`src/rtl/alu_pkg.sv`:
```
// Shared ALU control codes and execution-unit state encoding.
// Imported by both the ALU control decoder and alu_exec.
package alu_pkg;

  localparam logic [4:0] ALU_ADD  = 5'd0;
  localparam logic [4:0] ALU_SUB  = 5'd1;
  localparam logic [4:0] ALU_MUL  = 5'd2;
  localparam logic [4:0] ALU_DIV  = 5'd3;
  localparam logic [4:0] ALU_AND  = 5'd4;
  localparam logic [4:0] ALU_OR   = 5'd5;
  localparam logic [4:0] ALU_NAND = 5'd6;
  localparam logic [4:0] ALU_NOR  = 5'd7;
  localparam logic [4:0] ALU_BEQ  = 5'd8;
  localparam logic [4:0] ALU_BNE  = 5'd9;
  localparam logic [4:0] ALU_BGT  = 5'd10;
  localparam logic [4:0] ALU_BLT  = 5'd11;
  localparam logic [4:0] ALU_SLT  = 5'd12;
  localparam logic [4:0] ALU_SLE  = 5'd13;
  localparam logic [4:0] ALU_SGE  = 5'd14;
  localparam logic [4:0] ALU_PASS = 5'd31;

  typedef enum logic {
    IDLE = 1'b0,
    RUN  = 1'b1
  } state_e;

endpackage

```
`src/rtl/alu_muldiv_seq.sv`:
```
// Iterative shift-add multiplier and restoring divider.
// res_o carries the final value combinationally while last_o is high.
module alu_muldiv_seq #(
  parameter int WIDTH = 32
) (
  input  logic             clk,
  input  logic             rst_n,
  input  logic             start_i,
  input  logic             div_i,
  input  logic [WIDTH-1:0] a_i,
  input  logic [WIDTH-1:0] b_i,
  output logic             last_o,
  output logic [WIDTH-1:0] res_o
);

  localparam int CW = $clog2(WIDTH);

  logic             run_q;
  logic             div_q;
  logic [CW-1:0]    cnt_q;
  logic [WIDTH-1:0] acc_q;
  logic [WIDTH-1:0] x_q;
  logic [WIDTH-1:0] y_q;

  logic [WIDTH:0]   trial;
  logic [WIDTH:0]   diff;
  logic             ge;
  logic [WIDTH-1:0] rem_d;
  logic [WIDTH-1:0] quo_d;
  logic [WIDTH-1:0] macc_d;

  // mul: acc=product, x=multiplicand, y=multiplier
  // div: acc=remainder, x=dividend/quotient, y=divisor
  always_comb begin
    trial  = {acc_q, x_q[WIDTH-1]};
    diff   = trial - {1'b0, y_q};
    ge     = trial >= {1'b0, y_q};
    rem_d  = ge ? WIDTH'(diff) : WIDTH'(trial);
    quo_d  = {x_q[WIDTH-2:0], ge};
    macc_d = acc_q + (y_q[0] ? x_q : '0);
  end

  assign last_o = run_q && (cnt_q == CW'(WIDTH - 1));
  assign res_o  = div_q ? quo_d : macc_d;

  always_ff @(posedge clk) begin
    if (!rst_n) begin
      run_q <= 1'b0;
      div_q <= 1'b0;
      cnt_q <= '0;
      acc_q <= '0;
      x_q   <= '0;
      y_q   <= '0;
    end else if (start_i) begin
      run_q <= 1'b1;
      div_q <= div_i;
      cnt_q <= '0;
      acc_q <= '0;
      x_q   <= a_i;
      y_q   <= b_i;
    end else if (run_q) begin
      cnt_q <= cnt_q + CW'(1);
      if (div_q) begin
        acc_q <= rem_d;
        x_q   <= quo_d;
      end else begin
        acc_q <= macc_d;
        x_q   <= x_q << 1;
        y_q   <= y_q >> 1;
      end
      if (last_o) run_q <= 1'b0;
    end
  end

endmodule

```
`src/rtl/alu_exec.sv`:
```
// ALU execution unit: single-cycle datapath plus sequencing
// of the iterative multiply/divide, with registered results.
module alu_exec
  import alu_pkg::*;
#(
  parameter int WIDTH = 32
) (
  input  logic             clk,
  input  logic             rst_n,
  input  logic             start,
  input  logic [4:0]       ctrl,
  input  logic [WIDTH-1:0] a,
  input  logic [WIDTH-1:0] b,
  output logic             busy,
  output logic             done,
  output logic [WIDTH-1:0] result,
  output logic             flag,
  output logic             div_zero
);

  state_e           state_q;
  logic             busy_q;
  logic             done_q;
  logic [WIDTH-1:0] result_q;
  logic             flag_q;
  logic             dz_q;

  logic             is_multi;
  logic             md_start;
  logic             md_last;
  logic [WIDTH-1:0] md_res;
  logic [WIDTH-1:0] sc_res;
  logic             sc_flag;
  logic             sc_dz;
  logic             lt_s;
  logic             gt_s;

  assign is_multi = (ctrl == ALU_MUL) ||
                    ((ctrl == ALU_DIV) && (b != '0));
  assign md_start = (state_q == IDLE) && start && is_multi;

  assign lt_s = $signed(a) < $signed(b);
  assign gt_s = $signed(a) > $signed(b);

  always_comb begin
    sc_res  = '0;
    sc_flag = 1'b0;
    sc_dz   = 1'b0;
    case (ctrl)
      ALU_ADD:  sc_res = a + b;
      ALU_SUB:  sc_res = a - b;
      // only reached here when the divisor is zero
      ALU_DIV: begin
        sc_res = '1;
        sc_dz  = 1'b1;
      end
      ALU_AND:  sc_res = a & b;
      ALU_OR:   sc_res = a | b;
      ALU_NAND: sc_res = ~(a & b);
      ALU_NOR:  sc_res = ~(a | b);
      ALU_BEQ:  sc_flag = (a == b);
      ALU_BNE:  sc_flag = (a != b);
      ALU_BGT:  sc_flag = gt_s;
      ALU_BLT:  sc_flag = lt_s;
      ALU_SLT: begin
        sc_flag = lt_s;
        sc_res  = {{(WIDTH-1){1'b0}}, lt_s};
      end
      ALU_SLE: begin
        sc_flag = !gt_s;
        sc_res  = {{(WIDTH-1){1'b0}}, !gt_s};
      end
      ALU_SGE: begin
        sc_flag = !lt_s;
        sc_res  = {{(WIDTH-1){1'b0}}, !lt_s};
      end
      ALU_PASS: sc_res = b;
      default: ;
    endcase
  end

  alu_muldiv_seq #(
    .WIDTH (WIDTH)
  ) u_muldiv (
    .clk     (clk),
    .rst_n   (rst_n),
    .start_i (md_start),
    .div_i   (ctrl == ALU_DIV),
    .a_i     (a),
    .b_i     (b),
    .last_o  (md_last),
    .res_o   (md_res)
  );

  always_ff @(posedge clk) begin
    if (!rst_n) begin
      state_q  <= IDLE;
      busy_q   <= 1'b0;
      done_q   <= 1'b0;
      result_q <= '0;
      flag_q   <= 1'b0;
      dz_q     <= 1'b0;
    end else begin
      done_q <= 1'b0;
      case (state_q)
        IDLE: begin
          if (start) begin
            if (is_multi) begin
              state_q <= RUN;
              busy_q  <= 1'b1;
            end else begin
              done_q   <= 1'b1;
              result_q <= sc_res;
              flag_q   <= sc_flag;
              dz_q     <= sc_dz;
            end
          end
        end
        RUN: begin
          if (md_last) begin
            state_q  <= IDLE;
            busy_q   <= 1'b0;
            done_q   <= 1'b1;
            result_q <= md_res;
            flag_q   <= 1'b0;
            dz_q     <= 1'b0;
          end
        end
      endcase
    end
  end

  assign busy     = busy_q;
  assign done     = done_q;
  assign result   = result_q;
  assign flag     = flag_q;
  assign div_zero = dz_q;

endmodule

```
`config.mk`:
```
export PLATFORM = sky130hd
export DESIGN_NAME = alu_exec
export DESIGN_NICKNAME = d
export VERILOG_FILES = /design/src/rtl/alu_pkg.sv /design/src/rtl/alu_muldiv_seq.sv /design/src/rtl/alu_exec.sv
export SDC_FILE = /design/constraint.sdc
export NUM_CORES = 1
export LEC_CHECK = 0
export ABC_AREA = 1
export CELL_PAD_IN_SITES_DETAIL_PLACEMENT = 0
export CELL_PAD_IN_SITES_GLOBAL_PLACEMENT = 1
export CORE_UTILIZATION = 43
export CTS_BUF_LIST = sky130_fd_sc_hd__clkbuf_4
export CTS_CLUSTER_SIZE = 25
export DETAILED_ROUTE_END_ITERATION = 16
export PLACE_DENSITY_LB_ADDON = 0.1
export SLEW_MARGIN = 20
export SYNTH_ARGS = -nofsm -noshare
export SYNTH_HDL_FRONTEND = slang
export SYNTH_SLANG_ARGS = --single-unit
```
`constraint.sdc`:
```
create_clock -name clk -period 3.6 [get_ports clk]
set_input_delay 0.54 -clock clk [delete_from_list [all_inputs] [get_ports clk]]
set_output_delay 0.54 -clock clk [all_outputs]
set_load 0.02 [all_outputs]
```
[After elaboration in Yosys (flattened, before gate mapping)]
Index checks and enable logic that the tools add are counted.
Storage, ports and cells
  flip-flop bits (word level): 140
  bits of input ports: 72
Operators by class
  $add $sub $neg: 5
  magnitude comparators: 3
  eq/ne operators: 23
  multiplexer cells: 37
  bitwise gates (word level): 6
  reductions and logical operators: 15
Operator list (number)
  $mux W32: 12
  $pmux W32 S11: 1
  $add A32 B32 Y32: 2
  $not A32 Y32: 2
  $pmux W32 S2: 1
  $sub A32 B32 Y32: 2
  $eq A5 B4 Y1 const B: 7
  $ge A33 B32 Y1: 1
  $and A32 B32 Y32: 1
  $eq A32 B32 Y1: 1
  $gt A32 B32 Y1: 1
  $lt A32 B32 Y1: 1
  $ne A32 B32 Y1: 1
  $or A32 B32 Y32: 1
  $reduce_bool A32 Y1: 1
  $eq A5 B3 Y1 const B: 4
  $mux W1: 17
  $eq A5 B2 Y1 const B: 2
  $eq A5 B5 Y1 const B: 2
  $pmux W1 S2: 5
  $ne A2 B2 Y1 const B: 4
  $pmux W1 S6: 1
  $reduce_and A3 Y1: 2
  $add A5 B1 Y5 const B: 1
  10 further kinds: 16

[Depth between registers and ports, before layout]
Gate-level depths: netlist of the first run.
  depth in word-level cells: 6
  depth in mapped cells: 22
  depth with buffers taken out: 21

[Hierarchy]
From an unflattened synthesis of the first run, not the netlist that was laid out.
Second synthesis, totals
  cell total of the unflattened synthesis: 3177
  area total of the unflattened synthesis: 17947.2 um2
Modules (own cells, without submodules)
  alu_muldiv_seq: instances 1, cells an instance 1828, area each 10114.7 um2
  alu_exec: instances 1, cells an instance 1349, area each 7832.5 um2

[Worst setup path before layout of the first run]
Ideal clock, no wire load.
  path type: register to register
  start point: reg u_muldiv.y_q[0]
  end point: reg result_q[30], in the netlist result[30]
  library setup time: 109 ps
  data arrival time: 2574 ps
  setup slack: 917 ps
  stages on the path, launching flop included: 23
  buffers on the path: 1
  clock period less this slack: 2683 ps
  cells stage by stage: dfxtp_1 clkbuf_1 nand2_1 inv_1 ha_1 inv_1 fa_1 inv_1 nand3_1 nand2_1 inv_1 o21ai_0 nand2_1 nand2_1 nand2_1 nand2_1 nand2_1 nand3_1 nand2_1 nand2_1 nand3_1 nand2_1 inv_1
On the way
  longest elaborated chain between the ends: 5
RTL lines
  start, declared: line alu_muldiv_seq.sv:23  | logic [WIDTH-1:0] y_q;
  start signal, assigned: line alu_muldiv_seq.sv:60  | y_q <= b_i;
  start signal, assigned: line alu_muldiv_seq.sv:69  | y_q <= y_q >> 1;
  $mux W32: line alu_muldiv_seq.sv:40  | macc_d = acc_q + (y_q[0] ? x_q : '0);
  $add A32 B32 Y32: line alu_muldiv_seq.sv:40
  $mux W32: line alu_muldiv_seq.sv:44  | assign res_o = div_q ? quo_d : macc_d;
  $mux W32: line alu_exec.sv:120  | if (md_last) begin
  $pmux W32 S2: line alu_exec.sv:105  | case (state_q)
  end signal, assigned: line alu_exec.sv:113  | result_q <= sc_res;
  end signal, assigned: line alu_exec.sv:124  | result_q <= md_res;
  end, declared: line alu_exec.sv:24  | logic [WIDTH-1:0] result_q;
No other way between the ends. The select of a mux whose other input is x is not followed.
A chain may end at the register's enable or synchronous reset.

[Worst setup path in the final report of the first run]
  start point: reg u_muldiv.y_q[0]
  end point: reg result_q[28], in the netlist result[28]
Same word-level chain as after synthesis.

==> metrics, run 1 <==
worst setup slack for register-to-register paths roughly 0.39 ns; hold bufs inserted after CTS 0; Max Clock Freq about 310 MHz; most common cell after layout, fill and taps aside nand2_1; Layout area overhead 15.0%; # DRC 0; Post-Syn Area per Cell 5.77 um^2; run status complete, no violations; Die Y-Extent 202 um; Final setup violation count 0; number of port buffers 107; Post-CTS Resized 0; Final Cell Area just under 20000 um^2; footprint of the multi-input gates 12400 um^2; Avg WL per Cell 21.7 um; fraction of the cycle the final worst path needs 89.2%; core region area around 40000 um^2; final weighted congestion of routability-driven global placement around 1.1; Combinational Power Share between 40% and 50%; worst clock skew about 0.023 ns; Num CTS Buffers 17; DRT Wirelength between 70 and 80 mm; Worst EP required between 4 and 5 ns; critical path class flip-flop to flip-flop; final-stage net count approximately 3400; number of top-level design ports ~110; clock tree from TritonCTS yes; layout cells sized above 1 7.33%; overflow left after global routing 0; number of distinct library cells after synthesis 54; Power Total 5150 uW; most used cells in the layout excluding fill and tap cells nand2_1 (785), inv_1 (373), a21oi_1 (278); leakage dissipation between 0.009 and 0.01 uW; Starting Density 44.1%; Filler cells around 4200; class of the tightest hold or removal check flip-flop to flip-flop; maximum number of pins on one net before global-route repair 98; number of endpoints with negative hold slack in the final report 0; Critical Path End Type flip-flop; buffer cell driving the clock tree root clkbuf_4; Final Max Tran Viols 0; Clock power frac a little over a quarter; nets in the synthesized netlist 3226; total internal power just under 3000 uW; Max-Cap Viols 0; Worst slew margin approximately a third; total of flip-flops plus latches after synthesis between 100 and 150; ANT nets after route 0; initial antenna violation count 2; Die Footprint 40900 um^2; total half-perimeter wirelength after legalization and detailed placement between 60 and 70 mm; clock latency of the later-clocked register in the worst-skew pair about 0.64 ns; power density relative to cell area around 260 nW/um^2; critical path data arrival time 3.74 ns; Post-synth EDFFs 0; Global Route Usage Sum between 30% and 40%; average vias per placed instance ~5.8; gate count after technology mapping around 3000; clock transition at the registers of the reported paths 0.15 ns; storage element area around 2800 um^2; net switching share of the total power between 40% and 50%; routed vias 21300; level count of the clock H-tree 4; commonest register cell after synthesis dfxtp_1; sequential-to-total area share from yosys stat around 16%; Max Root-Sink Buffers 2; relative contribution of sequential cells to total power between 30% and 40%; Syn Std Cell Area 17200 um^2; net switching power figure around 2200 uW; number of iterations in the first detailed-routing pass 7; Tightest Pin Transition about 0.97 ns; minimum clock period roughly 3.2 ns; Iter 0 DRT Violations between 1500 and 2000; post-route setup TNS 0 ns; buffers inserted during post-CTS setup optimization 0; # clock sinks 140; first-pass GRT wire length approximately 120 mm; RSZ-0062 raised after global routing no; post-placement cell area 19500 um^2; standard-cell row count between 70 and 80; FFs w/ async S/R, synth 0%; Crit Path Max Fanout 33; Yosys Warn Count 0; Critical Path Source Type flip-flop; worst supply voltage drop on vdd ~0.00019 V; width of the die between 200 and 250 um; number of global-route vias before repair around 20000
kinds of logic after synthesis:
group	count (synthesis)	share of synthesized area, %
AOI/OAI and AO/OA	719	23.1
adders and majority gates	166	12.2
muxes	1	0.0581
DFF	140	16.3
and+or+nand+nor	1419	34.8
xor gates and xnor gates	30	1.52
buffers and inverters	513	12.0
power by group through the flow:
stage	clock, uW	combinational (uW)	sequential, uW
2_1_floorplan	0	1300	1690
3_3_place_gp	0	2100	1680
3_5_place_dp	0	2100	1680
4_1_cts	1350	2110	1650
5_1_grt	1420	2340	1650
6_report	1350	2150	1650
cell usage after synthesis, drive strengths merged (11+ instances only):
library cell	instances	share of area, %
nand4	34	1.2
a211oi	14	0.61
nand3b	13	0.57
o211ai	15	0.65
ha	162	12
buf	70	2.3
a21oi	283	8.3
xor2	11	0.56
clkbuf	51	1.1
nand2	804	18
o21a	12	0.52
nor2	254	5.7
inv	391	8.5
o22ai	14	0.51
or2	11	0.40
a31oi	53	1.9
dfxtp	140	16
xnor2	19	0.97
nand3	244	7.2
o21bai	15	0.65
o21ai	270	7.9
nor3	44	1.3
sequential cells by signal, indices dropped and copies added (netlist names):
| name | flops |
|---|---|
| u_muldiv.run_q | 1 |
| u_muldiv.y_q | 32 |
| done | 1 |
| u_muldiv.x_q | 32 |
| u_muldiv.cnt_q | 5 |
| result | 32 |
| div_zero | 1 |
| u_muldiv.acc_q | 32 |
| u_muldiv.div_q | 1 |
| flag | 1 |
| state_q | 1 |
| busy | 1 |
critical path, cell delays in order (launching register included):
cell and delay (ns):
dfxtp_1 0.37, buf_4 0.36, nand2_1 0.15, fa_1 0.38
inv_1 0.13, nand3_1 0.08, nand2_1 0.13, inv_1 0.07
o21ai_0 0.39, nand2_1 0.31, nand2_1 0.13, nand2_1 0.07
nand3_1 0.07, nand2_1 0.08, a21oi_1 0.30, a21oi_1 0.12
worst paths after layout:
check                                      start                        endpoint  depth (start not counted)
setup / recovery    u_muldiv.y_q[0]$_SDFFE_PN0P_         result[28]$_SDFFE_PN0P_                         15
hold / removal    u_muldiv.cnt_q[4]$_SDFFE_PP0P_  u_muldiv.cnt_q[4]$_SDFFE_PP0P_                          2
setup reg to reg    u_muldiv.y_q[0]$_SDFFE_PN0P_         result[28]$_SDFFE_PN0P_                         15
hold reg to reg   u_muldiv.cnt_q[4]$_SDFFE_PP0P_  u_muldiv.cnt_q[4]$_SDFFE_PP0P_                          2
through the flow:
step	instances	worst slack, ns	util (%)	hold slack, ns
finish	3656	0.389	50.7	0.479
global route	3656	0.202	50.7	0.501
CTS	3655	0.490	50.7	0.480
detailed placement	3623	0.00594	49.8	0.461
global placement	3623	0.0186	49.8	0.452
floorplan	2988	0.917	-	0.445
layer usage:
metal	GRT usage, %	share of wire, %	vias up
li1	-	-	10200
met1	48.6	41	9909
met2	62.8	46	1002
met3	4.77	7.4	170
met4	20.5	5.7	2
met5	0	0.016	-
layout make-up:
type,instances,share of cell area [%]
tap,518,3.27
multi-input combinational,2335,62.4
timing repair buffer,238,10.9
sequential,140,14.2
inverter,392,7.42
clock buffer,17,0.644
antenna,1,0.0126
clock inverter,15,1.19
No activity file was read; power rests on OpenSTA's default activity.
==> run 2, diff against run 1 <==
--- a/config.mk
+++ b/config.mk
@@ -8,6 +8,7 @@
 export ABC_AREA = 1
 export CELL_PAD_IN_SITES_DETAIL_PLACEMENT = 0
 export CELL_PAD_IN_SITES_GLOBAL_PLACEMENT = 1
+export CORE_ASPECT_RATIO = 0.9
 export CORE_UTILIZATION = 43
 export CTS_BUF_LIST = sky130_fd_sc_hd__clkbuf_4
 export CTS_CLUSTER_SIZE = 25
==> run 2 against run 1 <==
Against the previous run: final area is 0.35% higher; first-iteration DRC count is 26% higher; utilization is 0.28 points lower; global-route usage hardly changed; register-to-register slack worse by 0.11 ns; non-clock buffer count stayed put; clock-buffer cell count is 2 higher; hold slack worse by 0.0036 ns; critical path type unchanged; largest cell class unchanged.
==> metrics, run 2 (synthesis gave the netlist of run 1 again) <==
run status complete, no violations; power density relative to cell area 254 nW/um^2 (-2.2%); first-pass GRT wire length 117 mm (-1.3%); leakage dissipation 0.00945 uW (+0.12%); Max Clock Freq 301 MHz (-3.4%); Iter 0 DRT Violations 2525 (+26%); Max Root-Sink Buffers 2 (unchanged); buffer cell driving the clock tree root clkbuf_4; initial antenna violation count 3 (+1); clock tree from TritonCTS yes; Final setup violation count 0 (unchanged); routed vias 21400 (+0.47%); Starting Density 43.7% (-0.40 points); Layout area overhead 15.4%; most common cell after layout, fill and taps aside nand2_1; total half-perimeter wirelength after legalization and detailed placement 63.6 mm (-1.8%); # DRC 0 (unchanged); Global Route Usage Sum 38.2% (about the same); critical path class flip-flop to flip-flop; average vias per placed instance 5.82 (+0.11%); hold bufs inserted after CTS 0 (unchanged); Die Footprint 40900 um^2 (about the same); DRT Wirelength 78.4 mm (-1.3%); Max-Cap Viols 0 (unchanged); ANT nets after route 0 (unchanged); Worst EP required 4.12 ns (about the same); Avg WL per Cell 21.4 um (-1.6%); number of iterations in the first detailed-routing pass 9 (+2); Worst slew margin 34.8% (-0.20 points); final weighted congestion of routability-driven global placement 1.07 (+2.1%); count of cells along the worst register-to-register path 15 (unchanged); post-route setup TNS 0 ns (unchanged); Final Max Tran Viols 0 (unchanged); Crit Path Max Fanout 32 (-3.0%); Post-CTS Resized 0 (unchanged); Power Total 5050 uW (-1.9%); fraction of the cycle the final worst path needs 92.3% (+3.1 points); clock latency of the later-clocked register in the worst-skew pair 0.63 ns (about the same); Tightest Pin Transition 0.953 ns (-0.0217 ns); critical path data arrival time 3.84 ns (+0.10 ns); hold path depth 2 (unchanged); number of port buffers 107 (unchanged); buffers inserted during post-CTS setup optimization 0 (unchanged); most used cells in the layout excluding fill and tap cells nand2_1 (785), inv_1 (373), a21oi_1 (278); minimum clock period 3.32 ns (+0.113 ns); standard-cell row count 69 (-4.2%); Filler cells 4277 (+1.3%); # clock sinks 140 (unchanged); layout cells sized above 1 7.27% (-0.061 points); worst supply voltage drop on vdd 0.000199 V (+6.6%); maximum number of pins on one net before global-route repair 98 (unchanged); core region area 39500 um^2 (+0.91%); Critical Path Source Type flip-flop; final-stage net count 3362 (unchanged); width of the die 213 um (+5.4%); overflow left after global routing 0 (unchanged); Die Y-Extent 192 um (-5.1%); number of endpoints with negative hold slack in the final report 0 (unchanged); number of global-route vias before repair 19400 (-3.0%); Critical Path End Type flip-flop; worst clock skew 0.0268 ns (+0.00386 ns); clock transition at the registers of the reported paths 0.14 ns (about the same); Num CTS Buffers 17 (unchanged); level count of the clock H-tree 4 (unchanged); number of top-level design ports 108 (unchanged); class of the tightest hold or removal check flip-flop to flip-flop; RSZ-0062 raised after global routing no
[run 2: cell types whose count changed in the layout (fill, tap and decap cells not counted), sizes merged]
cell      before  now
clkinv         3    6
clkinvlp       3    4
inv          396  390
bufinv         5    4
clkbuf        17   19
[run 2: metrics by stage]
step                cells  hold slack [ns]  worst slack [ns]  util, %  instance area [um^2]
floorplan            2988            0.445             0.917        -                 17200
CTS                  3668            0.480             0.420     50.4                 19900
finish               3669            0.475             0.276     50.4                 19900
detailed placement   3637            0.461             0.112     49.6                 19600
global placement     3637            0.449             0.127     49.6                 19600
global route         3669            0.504             0.151     50.4                 19900
[run 2: final timing paths]
path	start	end	slack [ns]
worst max register to register	u_muldiv.y_q[0]$_SDFFE_PN0P_	result[28]$_SDFFE_PN0P_	0.28
worst min register to register	u_muldiv.cnt_q[4]$_SDFFE_PP0P_	u_muldiv.cnt_q[4]$_SDFFE_PP0P_	0.48
worst max-delay path	u_muldiv.y_q[0]$_SDFFE_PN0P_	result[28]$_SDFFE_PN0P_	0.28
worst min-delay path	u_muldiv.cnt_q[4]$_SDFFE_PP0P_	u_muldiv.cnt_q[4]$_SDFFE_PP0P_	0.48
[run 2: final cells by class]
| cell class | count | area, um^2 | area share [%] |
|---|---|---|---|
| repair buffers | 238 | 2250 | 11.3 |
| inverters | 392 | 1470 | 7.40 |
| clock inverters | 12 | 173 | 0.868 |
| clock buffers | 19 | 143 | 0.717 |
| multi-input cells | 2335 | 12400 | 62.2 |
| well taps | 532 | 666 | 3.35 |
| flip-flops and latches | 140 | 2810 | 14.1 |
| diodes | 1 | 2.50 | 0.0126 |
[run 2: report_power, final]
part | leakage [uW] | internal, uW | switching (uW)
logic | 0.00815 | 751 | 1430
registers | 0.00114 | 1590 | 53.0
clock network | 0.000158 | 557 | 668
total | 0.00945 | 2900 | 2150
[run 2: worst max-delay path, stage by stage, from the launching register on]
cell     delay (ns)
dfxtp_1        0.38
buf_4          0.37
nand2_1        0.15
fa_1           0.37
inv_1          0.14
nand3_1        0.09
nand2_1        0.15
inv_1          0.07
o21ai_0        0.43
nand2_1        0.30
nand2_1        0.13
nand2_1        0.07
nand3_1        0.07
nand2_1        0.09
a21oi_1        0.29
a21oi_1        0.11
[run 2: layer usage]
layer	share of wire, %	global-route usage [%]
met1	46	53.1
met2	40	55.8
met3	9.6	8.55
met4	4.7	16.8
met5	0.015	0
